File: config.mk
export PLATFORM = sky130hd
export DESIGN_NAME = io_port_ctrl_fl
export DESIGN_NICKNAME = d
export VERILOG_FILES = /design/src/rtl/io_port_ctrl_fl.sv
export SDC_FILE = /design/constraint.sdc
export NUM_CORES = 1
export LEC_CHECK = 0
export CAP_MARGIN = 5
export CORE_MARGIN = 3
export CORE_UTILIZATION = 40
export CTS_CLUSTER_DIAMETER = 100
export DETAILED_ROUTE_END_ITERATION = 10
export PLACE_DENSITY = 0.8
export SYNTH_ARGS = -nofsm -noshare
export SYNTH_HDL_FRONTEND = slang
export SYNTH_SLANG_ARGS = --single-unit
File: constraint.sdc
create_clock -name clk -period 5.9 [get_ports clk]
set_clock_uncertainty 0.2 [all_clocks]
set_input_delay 0.59 -clock clk [delete_from_list [all_inputs] [get_ports clk]]
set_output_delay 0.59 -clock clk [all_outputs]
set_load 0.01 [all_outputs]
File: src/rtl/io_port_ctrl_fl.sv
// rtl/io_port_ctrl_fl.sv - multi-cycle I/O port controller with request/ack handshake and watchdog
//
// Purpose: accepts IN/OUT strobes from the decoder, runs a one-hot
// request/acknowledge handshake with the selected peripheral port, stalls the
// core while the transfer is pending and aborts transfers that exceed TMOUT
// cycles, raising a sticky timeout flag.
//
// Ports:
//   clk, rst          clock (rising edge), asynchronous active-low reset
//   req_in, out_en    IN / OUT instruction strobes (req_in has priority)
//   port_addr         port index latched at instruction acceptance
//   acc_data          accumulator value captured into out_data for OUT
//   io_in             last captured input word (0 after an aborted IN)
//   stall             combinational hold request to PC/decoder
//   in_req, in_ack    one-hot read request / per-port read acknowledge
//   in_data           packed per-port input words, port p at [p*NBDATA +: NBDATA]
//   out_wr, out_ack   one-hot write request / per-port write acknowledge
//   out_data          registered write data, stable for the whole OUT transfer
//   timeout, tmo_clr  sticky watchdog flag and its synchronous clear

module io_port_ctrl_fl #(
  parameter  int NBDATA = 32,
  parameter  int NBPORT = 2,
  parameter  int TMOUT  = 255,
  localparam int NPORTS = 2 ** NBPORT
) (
  input  logic                     clk,
  input  logic                     rst,
  input  logic                     req_in,
  input  logic                     out_en,
  input  logic [NBPORT-1:0]        port_addr,
  input  logic [NBDATA-1:0]        acc_data,
  output logic [NBDATA-1:0]        io_in,
  output logic                     stall,
  output logic [NPORTS-1:0]        in_req,
  input  logic [NPORTS-1:0]        in_ack,
  input  logic [NPORTS*NBDATA-1:0] in_data,
  output logic [NPORTS-1:0]        out_wr,
  input  logic [NPORTS-1:0]        out_ack,
  output logic [NBDATA-1:0]        out_data,
  output logic                     timeout,
  input  logic                     tmo_clr
);

  typedef enum logic [1:0] {
    S_IDLE     = 2'd0,
    S_IN_WAIT  = 2'd1,
    S_OUT_WAIT = 2'd2,
    S_DONE     = 2'd3
  } state_e;

  // Last count value of a WAIT state; the request is then high for TMOUT cycles.
  localparam logic [15:0] CNT_LAST = 16'(TMOUT - 1);

  state_e              state_q;
  logic [NBPORT-1:0]   sel_q;
  logic [15:0]         cnt_q;
  logic [NBDATA-1:0]   io_in_q;
  logic [NBDATA-1:0]   out_data_q;
  logic [NPORTS-1:0]   in_req_q;
  logic [NPORTS-1:0]   out_wr_q;
  logic                timeout_q;

  logic [NPORTS-1:0]   addr_onehot_d;
  logic                sel_in_ack_d;
  logic                sel_out_ack_d;
  logic                cnt_last_d;
  logic [NBDATA-1:0]   sel_in_data_d;

  assign addr_onehot_d = NPORTS'(1) << port_addr;
  // Only the latched port's ack counts; acks on other ports are ignored.
  assign sel_in_ack_d  = in_ack[sel_q];
  assign sel_out_ack_d = out_ack[sel_q];
  assign cnt_last_d    = (cnt_q == CNT_LAST);
  assign sel_in_data_d = in_data[sel_q*NBDATA +: NBDATA];

  always_ff @(posedge clk or negedge rst) begin
    if (!rst) begin
      state_q    <= S_IDLE;
      sel_q      <= '0;
      cnt_q      <= '0;
      io_in_q    <= '0;
      out_data_q <= '0;
      in_req_q   <= '0;
      out_wr_q   <= '0;
      timeout_q  <= 1'b0;
    end else begin
      // Clear first so that an abort in the same cycle overrides it.
      if (tmo_clr) begin
        timeout_q <= 1'b0;
      end
      case (state_q)
        S_IDLE: begin
          if (req_in) begin
            sel_q    <= port_addr;
            cnt_q    <= '0;
            in_req_q <= addr_onehot_d;
            state_q  <= S_IN_WAIT;
          end else if (out_en) begin
            sel_q      <= port_addr;
            cnt_q      <= '0;
            out_data_q <= acc_data;
            out_wr_q   <= addr_onehot_d;
            state_q    <= S_OUT_WAIT;
          end
        end
        S_IN_WAIT: begin
          // Ack is tested before expiry so an ack on the last cycle wins.
          if (sel_in_ack_d) begin
            io_in_q  <= sel_in_data_d;
            in_req_q <= '0;
            state_q  <= S_DONE;
          end else if (cnt_last_d) begin
            io_in_q   <= '0;
            timeout_q <= 1'b1;
            in_req_q  <= '0;
            state_q   <= S_DONE;
          end else begin
            cnt_q <= cnt_q + 16'd1;
          end
        end
        S_OUT_WAIT: begin
          if (sel_out_ack_d) begin
            out_wr_q <= '0;
            state_q  <= S_DONE;
          end else if (cnt_last_d) begin
            timeout_q <= 1'b1;
            out_wr_q  <= '0;
            state_q   <= S_DONE;
          end else begin
            cnt_q <= cnt_q + 16'd1;
          end
        end
        S_DONE: begin
          state_q <= S_IDLE;
        end
        default: begin
          state_q <= S_IDLE;
        end
      endcase
    end
  end

  // Combinational so the core is held in the very cycle the instruction appears.
  assign stall = ((state_q == S_IDLE) && (req_in || out_en)) ||
                 (state_q == S_IN_WAIT) || (state_q == S_OUT_WAIT);

  assign io_in    = io_in_q;
  assign in_req   = in_req_q;
  assign out_wr   = out_wr_q;
  assign out_data = out_data_q;
  assign timeout  = timeout_q;

endmodule

## Word level (Yosys, flattened, before mapping)

Cells that the tools add are included.
Widths: inputs -> output; s select.

- $add $sub $neg: 1
- $lt $le $gt $ge: 1
- Eq/ne operators: 12
- Shift-type cells: 2
- Mux-type cells: 33
- Bitwise logic cells: 1
- Reduce and logical (&&, ||, !) cells: 16

Operators with widths:

| kind | number |
|---|---|
| $shiftx 128x8->32 | 1 |
| $mux 16 | 5 |
| $mux 32 | 2 |
| $pmux 16 s3 | 1 |
| $mux 4 | 6 |
| $add 16x1->16 const B | 1 |
| $eq 16x8->1 const B | 1 |
| $pmux 4 s2 | 2 |
| $mux 2 | 7 |
| $ne 2x2->1 const B | 5 |
| $ne 3x3->1 const B | 3 |
| $pmux 2 s4 | 1 |
| $reduce_and 4->1 | 2 |
| $reduce_bool 2->1 | 4 |
| $mux 1 | 6 |
| $reduce_and 3->1 | 2 |
| $bmux 1 s2 | 2 |
| $eq 2x2->1 const B | 2 |
| $reduce_and 2->1 | 2 |
| $shl 1x2->4 const A | 1 |
| $logic_or 1x1->1 | 3 |
| $lt 2x3->1 const B | 1 |
| $reduce_bool 3->1 | 1 |
| $eq 2x1->1 const B | 1 |
| other kinds (4) | 4 |

- Flip-flop bits (word level): 93
- Bits of input ports: 175
- Output and inout port bits: 74
- Word-level logic and storage cells: 74

## Logic depth before layout (Yosys ltp)

Gate-level depths: netlist of the first run.

- Depth after elaboration: 4
- Mapped depth: 8
- Gate-level depth less buffers: 7

## Least setup slack after synthesis of the first run

No wires, ideal clock.

- Path type: reg2reg
- From: register cnt_q[12]
- To: register in_req_q[0] (netlist: in_req[0])
- Setup time: 0.121 ns
- Arrival time: 1.829 ns
- Data required time: 5.579 ns
- Setup slack: 3.750 ns
- Stages on the path, launching flop included: 6
- Buffers on the path: 0
- Period minus slack after synthesis: 2.150 ns
- Cells stage by stage: dfrtp_1 > or4_4 > nor4_4 > o21ai_2 > a21boi_1 > a22o_1

- Longest elaborated chain between the ends: 3

RTL lines:

| what | line | text |
|---|---|---|
| start: declaration | 57 | `logic [15:0] cnt_q;` |
| start signal: assignment | 119 | `cnt_q <= cnt_q + 16'd1;` |
| start signal: assignment | 131 | `cnt_q <= cnt_q + 16'd1;` |
| $eq 16x8->1 | 74 | `assign cnt_last_d = (cnt_q == CNT_LAST);` |
| $ne 3x3->1 (no line) | n/a |  |
| $reduce_and 3->1 (no line) | n/a |  |
| end signal: assignment | 97 | `in_req_q <= addr_onehot_d;` |
| end: declaration | 60 | `logic [NPORTS-1:0] in_req_q;` |

Every way passes these cells.
A chain may end at the register's enable or synchronous reset.

## Worst setup path in the final report of the first run

- From: register state_q[1]
- To: register cnt_q[1]

- Longest elaborated chain between the ends: 3
- Elaborated cells between the ends (all ways): 9
- Those cells by class: 5 x eq/ne; 1 x mux; 3 x reduce/logical

RTL lines:

| what | line | text |
|---|---|---|
| start: declaration | 55 | `state_e state_q;` |
| start signal: assignment | 79 | `state_q <= S_IDLE;` |
| start signal: assignment | 98 | `state_q <= S_IN_WAIT;` |
| start signal: assignment | 104 | `state_q <= S_OUT_WAIT;` |
| $eq 2x2->1 (tied with other cells) | 92 | `case (state_q)` |
| $ne 2x2->1 (no line) (tied with other cells) | n/a |  |
| $reduce_and 4->1 (no line) | n/a |  |

Several ways; a longest one is shown, not always the timed one.

==> results of run 1 <==
tightest hold or removal path: cells and delay by family (launching register included):
| kind | cells | cell delay, ns |
|---|---|---|
| compound gates | 1 | 0.06 |
| flops | 1 | 0.34 |
| simple gates | 1 | 0.04 |
metrics by stage:
step	area, µm²	hold WS, ns
3_3_place_gp	7590	0.263
2_1_floorplan	4980	0.0944
5_1_grt	7910	0.303
3_5_place_dp	7590	0.269
4_1_cts	7910	0.284
6_report	7910	0.277
worst paths after layout:
check / start / endpoint / slack [ns] / cells past startpoint
setup reg to reg: state_q[1] / cnt_q[1] / 2.53 / 7
min in group asynchronous: rst / out_data[0] / 0.51 / 2
max in group asynchronous: rst / sel_q[0] / 3.81 / 3
hold reg to reg: io_in[13] / io_in[13] / 0.28 / 2
hold / removal: io_in[13] / io_in[13] / 0.28 / 2
setup / recovery: state_q[1] / cnt_q[1] / 2.53 / 7
cell families (layout without fill, tap and decap cells):
| kind of cell | count (synthesis) | count (layout) |
|---|---|---|
| muxes | 72 | 72 |
| AOI/OAI and AO/OA | 99 | 99 |
| adders and majority gates | 8 | 8 |
| DFF | 93 | 93 |
| buffers and inverters | 69 | 313 |
| and+or+nand+nor | 102 | 102 |
area by class of cell:
class                      instances  share of cell area
clock inverter                     6             0.00949
timing repair buffer             254               0.319
inverter                          43              0.0204
multi-input combinational        281               0.300
clock buffer                      10              0.0302
sequential                        93               0.294
tap                              168              0.0266
per-layer routing:
| layer | vias up | wire (µm) | part of all wire | track usage |
|---|---|---|---|---|
| li1 | 2084 | - | - | - |
| met1 | 2062 | 5600 | 0.39 | 0.244 |
| met2 | 162 | 7690 | 0.54 | 0.388 |
| met3 | 16 | 830 | 0.058 | 0.0370 |
| met4 | 0 | 207 | 0.014 | 0.0601 |
| met5 | - | 0 | 0 | 0 |
cells in the final DEF, fill, tap and decap left out, types with 9 or more instances in the layout:
| master | netlist | layout |
|---|---|---|
| clkdlybuf4s50_1 | 0 | 247 |
| dfrtp_1 | 93 | 92 |
| o21ai_0 | 54 | 54 |
| nand2_1 | 51 | 51 |
| inv_1 | 43 | 43 |
| mux2_2 | 36 | 36 |
| mux4_2 | 33 | 33 |
| a21oi_1 | 13 | 13 |
| nand3_1 | 13 | 13 |
| o31ai_1 | 9 | 9 |
| clkbuf_16 | 0 | 9 |
flip-flops by register name (all words and copies together) (netlist names):
| signal | flops |
|---|---|
| out_wr | 4 |
| in_req | 4 |
| io_in | 32 |
| sel_q | 2 |
| state_q | 2 |
| cnt_q | 16 |
| timeout | 1 |
| out_data | 32 |
where the power goes:
part,leakage (nW),internal [W],switching [W],total (W)
Combinational,1.99,0.00103,0.000859,0.00188
Sequential,1.16,0.000906,0.000189,0.00109
Clock,0.152,0.000347,0.000248,0.000596
Total,3.30,0.00228,0.00130,0.00357
what timing repair did:
item,in CTS,in global routing
setup buffers,0,0
hold buffers,1,0
hold endpoints to repair,27,0
==> summary.txt, run 1 <==
Routing
  • DR iter-0 viols: 220
  • Antenna viol nets, final: 0
  • Detailed-router iteration count before antenna repair: 4
  • DRT Wirelength: 14300 µm
  • Remaining routing DRC violations: 0
  • Routed vias: 4324
  • DR WL/cell: 16.8 µm
  • Vias per cell: 5.06

Power
  • PD cells: 452 nW/µm²
  • Max IR drop VDD: 0.000227 V
  • Leak: 3.30 nW
  • Total power: 0.00357 W

STA
  • Setup violators final: 0
  • Tmin final: 3.37 ns
  • Unrepaired setup endpoints after global routing: false
  • Slew @ Worst Pin: 0.974 ns
  • Final setup margin: 2.53 ns
  • Slew Limit Headroom: 0.351
  • FMAX: 297 MHz
  • Final setup TNS: 0 ns
  • Fin. Hold Viols: 0
  • Max-slew violation count: 0
  • Final Cycle Share: 0.570

Setup path
  • Critical Path RT: 5.97 ns
  • Largest fanout on the critical path: 34
  • Crit-path most repeated cell: nand3_1
  • Worst setup EP type: flip-flop
  • Slowest CP cell: o22a_1
  • Critical Path Max Stage Delay: 0.79 ns
  • Worst setup SP type: flip-flop
  • Setup Crit Path Kind: flip-flop to flip-flop
  • CP arrival: 3.44 ns
  • Cell Chain, Critical Path: inv_1 -> ha_1 -> nand2b_1 -> o22a_1 -> nand3_1 -> or4_1 -> nand3_1
  • Family with the most delay on the worst path: simple AND/OR/NAND/NOR gates
  • Buffers plus inverters on the worst setup path: 1

Global routing
  • Total grt overflow: 0
  • First-pass GRT wire length: 23500 µm
  • Initial antenna violation count: 0
  • Vias in the first global route: 4632
  • Largest net degree at the start of global routing: 67
  • Global-route usage over all layers: 0.208

Logic synthesis
  • Post-synth top area share: 0.467
  • Netlist cell types: 48
  • Mux cell area share after synthesis: 0.237
  • Synth top cells by count: dfrtp_1 (93), o21ai_0 (54), nand2_1 (51)
  • Number of synthesized flops with an enable pin: 0
  • Ranking of synthesized cells by area: dfrtp_1 (47%), mux4_2 (15%), mux2_2 (8.1%)
  • Post-Synth Adder-Cell Area: 0.0201
  • Largest area contributor in the netlist: dfrtp_1
  • Synthesized area: 4980 µm²
  • Synth Net Count: 626
  • Complex-gate fraction of the synthesized area: 0.118
  • Syn_area_per_cell: 11.2 µm²
  • Most common cell in the synthesized netlist: dfrtp_1
  • Post-synthesis async set-or-reset flop share: 1.00
  • Seq/Total Area, Yosys: 0.467
  • Post-synthesis register bit count: 93
  • Syn. warnings: 0
  • Post-Syn Instances: 443
  • Commonest register cell after synthesis: dfrtp_1
  • Simple-Gate Fraction of Synth Area: 0.102
  • Largest family of logic cells by synthesized area: multiplexers
  • Post-Synth XOR/XNOR Area: 0

Clock tree
  • Post-CTS Resized: 0
  • Clock sink total: 93
  • Skew-Pair Late Insertion Delay: 0.34 ns
  • Reg clk slew, reported paths: 0.07 ns
  • CTS HTree Levels: 3
  • Total CTS buffers: 9
  • CTS tree: done
  • Clk root buf: clkbuf_16
  • Clk buf depth: 2

Cells and area
  • Layout area overhead: 58.9%
  • Fin cells: 855
  • FF+latch area: 2330 µm²
  • Fill count: 965
  • Multi-input combinational cell area: 2370 µm²
  • # diodes: 0
  • Fin util: 0.653
  • Nets: 865
  • Share of cells above drive strength 1: 0.140

Floorplanning
  • Core area: 12100 µm²
  • Starting Density: 0.411
  • Num ports: 249
  • Row Count: 40
  • Die Y: 118 µm
  • Die area: 13800 µm²
  • Die width: 118 µm

Outcome
  • Run status: finished clean

Placed design
  • Dpl ws: 2.26 ns
  • Dpl hpwl: 11500 µm
  • PortBufs: 248
  • Gpl congestion: 0.868
  • Placed Cells: 838

Run
  • Max cap viols: 0

Worst hold path
  • Hold crit path type: flip-flop to flip-flop
(Power assumes the default switching activity.)
==> run 2: changes to the inputs <==
CORE_UTILIZATION = 37   (was 40)
PLACE_DENSITY = 0.78   (was 0.8)
clock period = 2.9 ns   (was 5.9 ns; I/O delays follow)
==> run 2 against run 1 <==
  * Critical path depth decreased by 2
  * Die area increased by 7.7%
  * Core utilization decreased by 3.6 points
  * Sequential cell count unchanged
  * Sequential share of layout area decreased by 0.15 points
  * Hold slack about the same
  * Sequential power increased by 100%
  * Non-clock buffer count increased by 9
==> summary.txt, run 2 (synthesis gave the netlist of run 1 again) <==
Outcome
  • Run status: finished clean

Global routing
  • Total grt overflow: 0
  • Vias in the first global route: 4693
  • Global-route usage over all layers: 0.199
  • Initial antenna violation count: 0
  • Largest net degree at the start of global routing: 53
  • First-pass GRT wire length: 23200 µm

Setup path
  • Reg2Reg Depth: 7
  • Worst setup EP type: output port
  • CP arrival: 2.28 ns
  • Setup Crit Path Kind: flip-flop to output port
  • R2r startpoint: state_q[0]
  • FF-to-FF End: cnt_q[7]
  • Critical Path RT: 2.41 ns
  • Worst setup SP type: flip-flop
  • R2R setup slack: 0.41 ns
  • Largest fanout on the critical path: 12

Routing
  • Remaining routing DRC violations: 0
  • DR WL/cell: 17.2 µm
  • Routed vias: 4465
  • Vias per cell: 5.14
  • Antenna viol nets, final: 0
  • DR iter-0 viols: 225
  • Detailed-router iteration count before antenna repair: 4
  • DRT Wirelength: 14900 µm

STA
  • Final setup TNS: 0 ns
  • Fin. Hold Viols: 0
  • Slew @ Worst Pin: 0.626 ns
  • Final Cycle Share: 0.956
  • Unrepaired setup endpoints after global routing: false
  • Final setup margin: 0.126 ns
  • FMAX: 361 MHz
  • Slew Limit Headroom: 0.579
  • Hold WS: 0.277 ns
  • Tmin final: 2.77 ns
  • Max-slew violation count: 0
  • Setup violators final: 0

Floorplanning
  • Die area: 14900 µm²
  • Row Count: 41
  • Num ports: 249
  • Die width: 122 µm
  • Core area: 12900 µm²
  • Die Y: 122 µm
  • Starting Density: 0.387

Placed design
  • Placed Cells: 851
  • Dpl hpwl: 12100 µm
  • Gpl congestion: 0.860
  • PortBufs: 248
  • Dpl ws: 0.384 ns

Cells and area
  • Fin util: 0.618
  • # diodes: 0
  • Fin cells: 868
  • Commonest non-fill, non-tap cell in the layout: clkdlybuf4s50_1
  • Nets: 874
  • Layout area overhead: 59.7%
  • Share of cells above drive strength 1: 0.149
  • Most frequent cells in the layout: clkdlybuf4s50_1 (247), dfrtp_1 (92), o21ai_0 (54)

Clock tree
  • Clock sink total: 93
  • Reg clk slew, reported paths: 0.06 ns
  • Total CTS buffers: 9
  • Skew-Pair Late Insertion Delay: 0.34 ns
  • CTS HTree Levels: 3
  • Post-CTS Resized: 0
  • Clk buf depth: 2
  • Clk root buf: clkbuf_16
  • CTS tree: done

Power
  • Max IR drop VDD: 0.000347 V
  • PD cells: 914 nW/µm²
  • Leak: 3.34 nW

Worst hold path
  • Hold Crit Depth: 2
  • Worst Hold Path EP: io_in[6]
  • Min-delay src: io_in[6]
  • Hold crit path type: flip-flop to flip-flop

Run
  • Max cap viols: 0
==> run 2: cell types whose count changed in the layout (fill, tap and decap cells not counted) <==
cell | previous run | this run
buf_4 | 6 | 15
bufinv_16 | 1 | 0
clkbuf_1 | 0 | 1
clkinv_2 | 0 | 1
clkinvlp_4 | 1 | 0
inv_6 | 3 | 4
inv_8 | 1 | 0
==> run 2: metrics by stage <==
stage	power, W	cell area [µm²]
finish	0.00727	7960
global route	0.00777	7960
CTS	0.00735	7960
detailed placement	0.00621	7660
global placement	0.00606	7660
floorplan	0.00436	4980
==> run 2: repair_timing <==
item	in CTS	in global routing
hold buffers	1	0
setup buffers	0	0
endpoints found under the hold margin	49	0
==> run 2: worst max-delay path: stages (launching register included) <==
cell	delay (ns)
dfrtp_1	0.44
inv_1	0.14
ha_1	0.40
o21ai_0	0.27
nand2_1	0.14
clkdlybuf4s50_1	0.55
==> run 2: power breakdown <==
group	switching, W	total (W)	internal (W)
clock network	0.000505	0.00112	0.000616
registers	0.000344	0.00219	0.00184
logic	0.00181	0.00396	0.00215
==> run 2: area by class of cell <==
cell class	count	area [µm²]
fill	1030	4920
sequential	93	2330
timing repair buffer	263	2590
tap	172	215
multi-input combinational	281	2370
inverter	43	161
clock inverter	5	40.0
clock buffer	11	243
==> run 2: worst max-delay path by stage <==
stage	from	endpoint	slack (ns)	cells past startpoint
detailed placement	out_ack[2]	cnt_q[7]	0.38	6
finish	state_q[0]	stall	0.13	5
floorplan	cnt_q[12]	in_req[0]	0.75	5
global placement	out_ack[3]	cnt_q[7]	0.45	6
CTS	state_q[0]	stall	0.14	5
global route	state_q[0]	stall	0.004	5
==> run 2: routing by layer <==
layer / share of wire / GRT usage
met4: 0.016 / 0.0553
met2: 0.53 / 0.355
met3: 0.067 / 0.0474
met1: 0.38 / 0.240
met5: 0 / 0
